### src/rtl/sccb_target.sv
`default_nettype none
// ============================================================================
//  Module   : sccb_target
//  Purpose  : SCCB target (responder) with OV5640-style 16-bit register
//             addressing. Decodes 3-phase writes and 2-phase write / 2-phase
//             read sequences. Writes and read requests are presented on a
//             simple register port.
//  Ports    : sys_clk, sys_rst       - system clock, sync active-high reset
//             sccb_sioc, sccb_siod_i - asynchronous bus line levels
//             sccb_siod_oe           - 1 = pull SIOD low (open drain)
//             wr_en/wr_addr/wr_data  - one-cycle register write strobe
//             rd_addr/rd_data        - address pointer and its contents
//             busy                   - transaction in progress
//  Revision : 1.0 - initial release
// ============================================================================
module sccb_target #(
    parameter logic [6:0] DEV_ID = 7'h3C
) (
    input  logic        sys_clk,
    input  logic        sys_rst,
    input  logic        sccb_sioc,
    input  logic        sccb_siod_i,
    output logic        sccb_siod_oe,
    output logic        wr_en,
    output logic [15:0] wr_addr,
    output logic [7:0]  wr_data,
    output logic [15:0] rd_addr,
    input  logic [7:0]  rd_data,
    output logic        busy
);

    typedef enum logic [3:0] {
        S_IDLE    = 4'd0,
        S_DEV     = 4'd1,
        S_ACK_DEV = 4'd2,
        S_ADDR_H  = 4'd3,
        S_ACK_H   = 4'd4,
        S_ADDR_L  = 4'd5,
        S_ACK_L   = 4'd6,
        S_WDATA   = 4'd7,
        S_ACK_W   = 4'd8,
        S_RDATA   = 4'd9,
        S_RACK    = 4'd10,
        S_IGNORE  = 4'd11
    } state_t;

    // [0],[1] form the synchronizer; [2] is the edge-detect history.
    logic [2:0]  r_sioc_sync_q, w_sioc_sync_d;
    logic [2:0]  r_siod_sync_q, w_siod_sync_d;
    state_t      r_state_q,     w_state_d;
    logic [3:0]  r_bit_cnt_q,   w_bit_cnt_d;
    logic [7:0]  r_shift_q,     w_shift_d;
    logic        r_is_read_q,   w_is_read_d;
    logic        r_oe_q,        w_oe_d;
    logic        r_wr_en_q,     w_wr_en_d;
    logic [15:0] r_wr_addr_q,   w_wr_addr_d;
    logic [7:0]  r_wr_data_q,   w_wr_data_d;
    logic [15:0] r_rd_addr_q,   w_rd_addr_d;
    logic        r_busy_q,      w_busy_d;

    logic w_sioc_high, w_siod_lvl;
    logic w_sioc_rise, w_sioc_fall;
    logic w_start, w_stop;

    assign w_sioc_high = r_sioc_sync_q[1];
    assign w_siod_lvl  = r_siod_sync_q[1];
    assign w_sioc_rise =  r_sioc_sync_q[1] & ~r_sioc_sync_q[2];
    assign w_sioc_fall = ~r_sioc_sync_q[1] &  r_sioc_sync_q[2];
    assign w_start     = ~r_siod_sync_q[1] &  r_siod_sync_q[2] & w_sioc_high;
    assign w_stop      =  r_siod_sync_q[1] & ~r_siod_sync_q[2] & w_sioc_high;

    always_comb begin
        w_sioc_sync_d = {r_sioc_sync_q[1:0], sccb_sioc};
        w_siod_sync_d = {r_siod_sync_q[1:0], sccb_siod_i};
        w_state_d     = r_state_q;
        w_bit_cnt_d   = r_bit_cnt_q;
        w_shift_d     = r_shift_q;
        w_is_read_d   = r_is_read_q;
        w_oe_d        = r_oe_q;
        w_wr_en_d     = 1'b0;
        w_wr_addr_d   = r_wr_addr_q;
        w_wr_data_d   = r_wr_data_q;
        // Post-write increment lands the cycle after the strobe so that
        // wr_addr captures the pre-increment pointer.
        w_rd_addr_d   = r_wr_en_q ? r_rd_addr_q + 16'd1 : r_rd_addr_q;

        // Bus conditions outrank any bit sampled on the same SIOC edge.
        if (w_start) begin
            w_state_d   = S_DEV;
            w_bit_cnt_d = 4'd0;
            w_oe_d      = 1'b0;
        end else if (w_stop) begin
            w_state_d   = S_IDLE;
            w_bit_cnt_d = 4'd0;
            w_oe_d      = 1'b0;
        end else begin
            case (r_state_q)
                S_DEV, S_ADDR_H, S_ADDR_L, S_WDATA: begin
                    if (w_sioc_rise && r_bit_cnt_q != 4'd8) begin
                        w_shift_d   = {r_shift_q[6:0], w_siod_lvl};
                        w_bit_cnt_d = r_bit_cnt_q + 4'd1;
                    end else if (w_sioc_fall && r_bit_cnt_q == 4'd8) begin
                        // Fall ending bit 8: decide the ACK slot.
                        w_bit_cnt_d = 4'd0;
                        w_oe_d      = 1'b1;
                        case (r_state_q)
                            S_DEV: begin
                                if (r_shift_q[7:1] == DEV_ID) begin
                                    w_state_d   = S_ACK_DEV;
                                    w_is_read_d = r_shift_q[0];
                                end else begin
                                    w_state_d = S_IGNORE;
                                    w_oe_d    = 1'b0;
                                end
                            end
                            S_ADDR_H: begin
                                w_state_d          = S_ACK_H;
                                w_rd_addr_d[15:8]  = r_shift_q;
                            end
                            S_ADDR_L: begin
                                w_state_d          = S_ACK_L;
                                w_rd_addr_d[7:0]   = r_shift_q;
                            end
                            default: begin
                                w_state_d   = S_ACK_W;
                                w_wr_en_d   = 1'b1;
                                w_wr_addr_d = r_rd_addr_q;
                                w_wr_data_d = r_shift_q;
                            end
                        endcase
                    end
                end
                // ACK states are entered on a fall, so the next fall is the
                // one that closes the ACK slot.
                S_ACK_DEV: begin
                    if (w_sioc_fall) begin
                        if (r_is_read_q) begin
                            w_state_d   = S_RDATA;
                            w_shift_d   = rd_data;
                            w_oe_d      = ~rd_data[7];
                            w_bit_cnt_d = 4'd0;
                        end else begin
                            w_state_d = S_ADDR_H;
                            w_oe_d    = 1'b0;
                        end
                    end
                end
                S_ACK_H: begin
                    if (w_sioc_fall) begin
                        w_state_d = S_ADDR_L;
                        w_oe_d    = 1'b0;
                    end
                end
                S_ACK_L, S_ACK_W: begin
                    if (w_sioc_fall) begin
                        w_state_d = S_WDATA;
                        w_oe_d    = 1'b0;
                    end
                end
                S_RDATA: begin
                    if (w_sioc_rise && r_bit_cnt_q != 4'd8) begin
                        w_bit_cnt_d = r_bit_cnt_q + 4'd1;
                    end else if (w_sioc_fall && r_bit_cnt_q == 4'd8) begin
                        w_state_d   = S_RACK;
                        w_oe_d      = 1'b0;
                        w_bit_cnt_d = 4'd0;
                    end else if (w_sioc_fall && r_bit_cnt_q != 4'd0) begin
                        w_shift_d = {r_shift_q[6:0], 1'b0};
                        w_oe_d    = ~r_shift_q[6];
                    end
                end
                S_RACK: begin
                    // Rise samples the master's ACK; a later fall (reached
                    // only after an ACK) starts the next read byte.
                    if (w_sioc_rise) begin
                        if (w_siod_lvl) begin
                            w_state_d = S_IGNORE;
                        end else begin
                            w_rd_addr_d = r_rd_addr_q + 16'd1;
                        end
                    end else if (w_sioc_fall) begin
                        w_state_d   = S_RDATA;
                        w_shift_d   = rd_data;
                        w_oe_d      = ~rd_data[7];
                        w_bit_cnt_d = 4'd0;
                    end
                end
                default: ;
            endcase
        end

        w_busy_d = (w_state_d != S_IDLE);
    end

    always_ff @(posedge sys_clk) begin
        if (sys_rst) begin
            r_sioc_sync_q <= 3'b111;
            r_siod_sync_q <= 3'b111;
            r_state_q     <= S_IDLE;
            r_bit_cnt_q   <= 4'd0;
            r_shift_q     <= 8'h00;
            r_is_read_q   <= 1'b0;
            r_oe_q        <= 1'b0;
            r_wr_en_q     <= 1'b0;
            r_wr_addr_q   <= 16'h0000;
            r_wr_data_q   <= 8'h00;
            r_rd_addr_q   <= 16'h0000;
            r_busy_q      <= 1'b0;
        end else begin
            r_sioc_sync_q <= w_sioc_sync_d;
            r_siod_sync_q <= w_siod_sync_d;
            r_state_q     <= w_state_d;
            r_bit_cnt_q   <= w_bit_cnt_d;
            r_shift_q     <= w_shift_d;
            r_is_read_q   <= w_is_read_d;
            r_oe_q        <= w_oe_d;
            r_wr_en_q     <= w_wr_en_d;
            r_wr_addr_q   <= w_wr_addr_d;
            r_wr_data_q   <= w_wr_data_d;
            r_rd_addr_q   <= w_rd_addr_d;
            r_busy_q      <= w_busy_d;
        end
    end

    assign sccb_siod_oe = r_oe_q;
    assign wr_en        = r_wr_en_q;
    assign wr_addr      = r_wr_addr_q;
    assign wr_data      = r_wr_data_q;
    assign rd_addr      = r_rd_addr_q;
    assign busy         = r_busy_q;

endmodule
`default_nettype wire

### config.mk
export PLATFORM = sky130hd
export DESIGN_NAME = sccb_target
export DESIGN_NICKNAME = d
export VERILOG_FILES = /design/src/rtl/sccb_target.sv
export SDC_FILE = /design/constraint.sdc
export NUM_CORES = 1
export LEC_CHECK = 0
export CAP_MARGIN = 20
export CORE_AREA = 8 8 99 101
export DETAILED_ROUTE_END_ITERATION = 10
export DIE_AREA = 0 0 107 109
export PLACE_DENSITY = 0.72
export REMOVE_ABC_BUFFERS = 1
export SLEW_MARGIN = 20
export SYNTH_ARGS = -nofsm -noshare
export SYNTH_HDL_FRONTEND = slang
export SYNTH_SLANG_ARGS = --single-unit
### constraint.sdc
create_clock -name sys_clk -period 6.8 [get_ports sys_clk]
set_input_delay 1.36 -clock sys_clk [delete_from_list [all_inputs] [get_ports sys_clk]]
set_output_delay 1.36 -clock sys_clk [all_outputs]
set_load 0.02 [all_outputs]
==> results.ini <==
[run_status]
status=complete, no violations

[timing]
clock_skew_ps=8.86
fin_hold_ws_ps=419
slew_headroom_pct=33.3
rsz0062_at_grt=no
fmax_mhz=327
hold_viol=0
worst_pin_slew_ps=1000
setup_viol=0
min_period_over_period_pct=44.9
post-route-min-period_ps=3050
finalSetupTns_ps=0
timing.final.ws_setup_ps=3750
maxSlewViolCount=0

[floorplanning]
ios=55
start_util_pct=47.5
die_area_um2=11700
rows=34
die_w_um=107
fp.dieH_um=109
coreArea_um2=8380

[drt]
first_pass_iters=5
drc=0
drt-total-wl_um=11800
vias=3927
drtIter0Drc=274
vias_per_cell=6.14
drtAntennaViolNets=0
wire_per_inst_um=18.4

[clock_tree]
cts-root-buf=clkbuf_8
cts_buffers=9
cts_resized=0
clk_latency_ps=350
clkTransAtPathRegs_ps=80
cts.sinks=66
cts-htree-levels=3
postCtsSetupBuffers=0
clock_path_buffers=2
holdBufCountCts=0
tritoncts=built

[worst_hold_path]
hold_path_depth=1
hold_class=flop to flop
holdPathEnd=r_siod_sync_q[1]$_SDFF_PP1_
hp-start=r_siod_sync_q[0]$_SDFF_PP1_

[yosys]
yosys_warnings=0
syn_area_per_cell_um2=7.94
synth_area_um2=3980
synth.distinct_cells=75
yosysTopAreaCell=dfxtp_1
synth_top_area_share_pct=33.2
synthTopCellsByArea=dfxtp_1 33%, nand2_1 7.5%, a21oi_1 6.2%
ys_ff_latch=66
synth_flop_cell=dfxtp_1
synth_edf_count=0
syn_inst=501
synthArstFlopShare_pct=0
seq_area_frac_synth_pct=33.2

[critical_path]
r2r_start=r_state_q[0]$_SDFF_PP0_
crit_chain=buf_2 -> a21o_1 -> a211oi_1 -> or4_1
cp_slowest_cell=buf_2
path_max_fanout=52
ff2ff_path_depth=5
cpLargestDelayFamily=buffers and inverters
startpoint=sys_rst
rrSetupSlack_ps=3870
cp.arrival_ps=3280
r2r-end=wr_data[0]$_SDFFE_PP0P_
critical_path_required_ps=7020
crit_buf_inv=1
critPathCaptureType=flop
criticalPathCategory=primary input to flop
slowest_delay_ps=740
critPathLaunchType=primary input

[grt]
grt_pass1_wl_um=19300
gr-total-overflow=0
first_global_vias=3758
grt_start_max_net_pins=53
antenna_found_initial=0
grtUsageTotal_pct=20.5

[place]
portBuffers=54
gp_congestion=0.954
dp_slack_ps=3390
dpl_cell_area_um2=4480
hpwl_um=8150

[finish]
fillers=771
diodes=0
fin_nets=542
drive_gt1_share_pct=8.46
syn2layout_area_growth_pct=18.3
fin_area_um2=4710

[power_and_ir_drop]
peakVddDrop_v=0.000134
power.density_nw_per_um2=202
power_leakage_nw=1.49

[job]
cap_violations=0

stage by stage:
step	utilization, %	std cells	total power, mW
6_report	56.2	640	0.950
5_1_grt	56.2	640	0.989
4_1_cts	56.2	640	0.953
3_5_place_dp	53.4	624	0.573
3_3_place_gp	53.4	624	0.569
2_1_floorplan	-	459	0.519
worst max-delay path by stage:
| stage | depth (start not counted) | to | slack (ps) |
|---|---|---|---|
| 2_1_floorplan | 5 | wr_addr[0]$_SDFFE_PP0P_ | 4320 |
| 3_3_place_gp | 4 | busy$_SDFF_PP0_ | 3420 |
| 3_5_place_dp | 4 | busy$_SDFF_PP0_ | 3390 |
| 4_1_cts | 4 | busy$_SDFF_PP0_ | 3770 |
| 5_1_grt | 5 | wr_addr[6]$_SDFFE_PP0P_ | 3610 |
| 6_report | 4 | busy$_SDFF_PP0_ | 3750 |
state kept, by name (all words and copies together) (netlist names), 3 cells and up:
register and cells:
r_siod_sync_q 3, wr_data 8, r_shift_q 8, rd_addr 16, wr_addr 16, r_bit_cnt_q 4
r_state_q 4, r_sioc_sync_q 3
routing by layer:
layer	vias up	wire (µm)	track usage (%)
met2	177	5520	32.3
met3	30	881	4.37
met5	-	0	0
met4	0	306	10.4
met1	1827	5070	26.0
li1	1893	-	-
power breakdown:
| group | switching (mW) | internal, mW | total [mW] | leakage [nW] |
|---|---|---|---|---|
| Combinational | 0.0741 | 0.0532 | 0.127 | 0.843 |
| Sequential | 0.0394 | 0.401 | 0.440 | 0.534 |
| Clock | 0.155 | 0.227 | 0.382 | 0.117 |
cells in the mapped netlist, types with 4 or more instances:
cell type,instances
nand2_1,80
dfxtp_1,66
a21oi_1,49
clkbuf_1,25
nor2_1,25
o21ai_0,20
buf_2,12
xnor2_1,12
xor2_1,12
nand4_1,11
mux2i_1,10
a311oi_1,9
or2_2,9
a31oi_1,8
inv_1,8
nand3_1,8
nor2b_1,8
and4_1,7
nor3_1,7
o22ai_1,7
a211oi_1,6
and3_1,6
nand2b_1,5
nor4_1,5
o2111ai_1,4
o211ai_1,4
logic make-up after synthesis:
family	count (synthesis)	synth area share [%]
adders and majority gates	3	0.943
AOI/OAI and AO/OA	150	26.0
DFF	66	33.2
muxes	11	2.80
and+or+nand+nor	196	25.8
buffers and inverters	50	5.60
xor gates and xnor gates	25	5.69
cell usage in the layout (no fill, tap or decap), types with 8 or more instances in the layout:
master and instances:
xnor2_1 12, a311oi_1 9, xor2_1 12, nor2b_1 8
nand2_1 80, a21oi_1 49, nor2_1 25, dfxtp_1 66
inv_1 8, clkdlybuf4s50_1 53, nand4_1 11, mux2i_1 10
a31oi_1 8, nand3_1 8, o21ai_0 20, clkbuf_8 11
or2_2 9
layout make-up:
cell class	count	area, µm²	share of cell area, %
Tap cell	108	135	2.87
Clock inverter	4	73.8	1.57
Multi-Input combinational cell	385	2430	51.7
Timing Repair Buffer	57	558	11.9
Clock buffer	12	155	3.30
Inverter	8	30.0	0.638
Sequential cell	66	1320	28.1
Power figures use the tool's default switching activity.
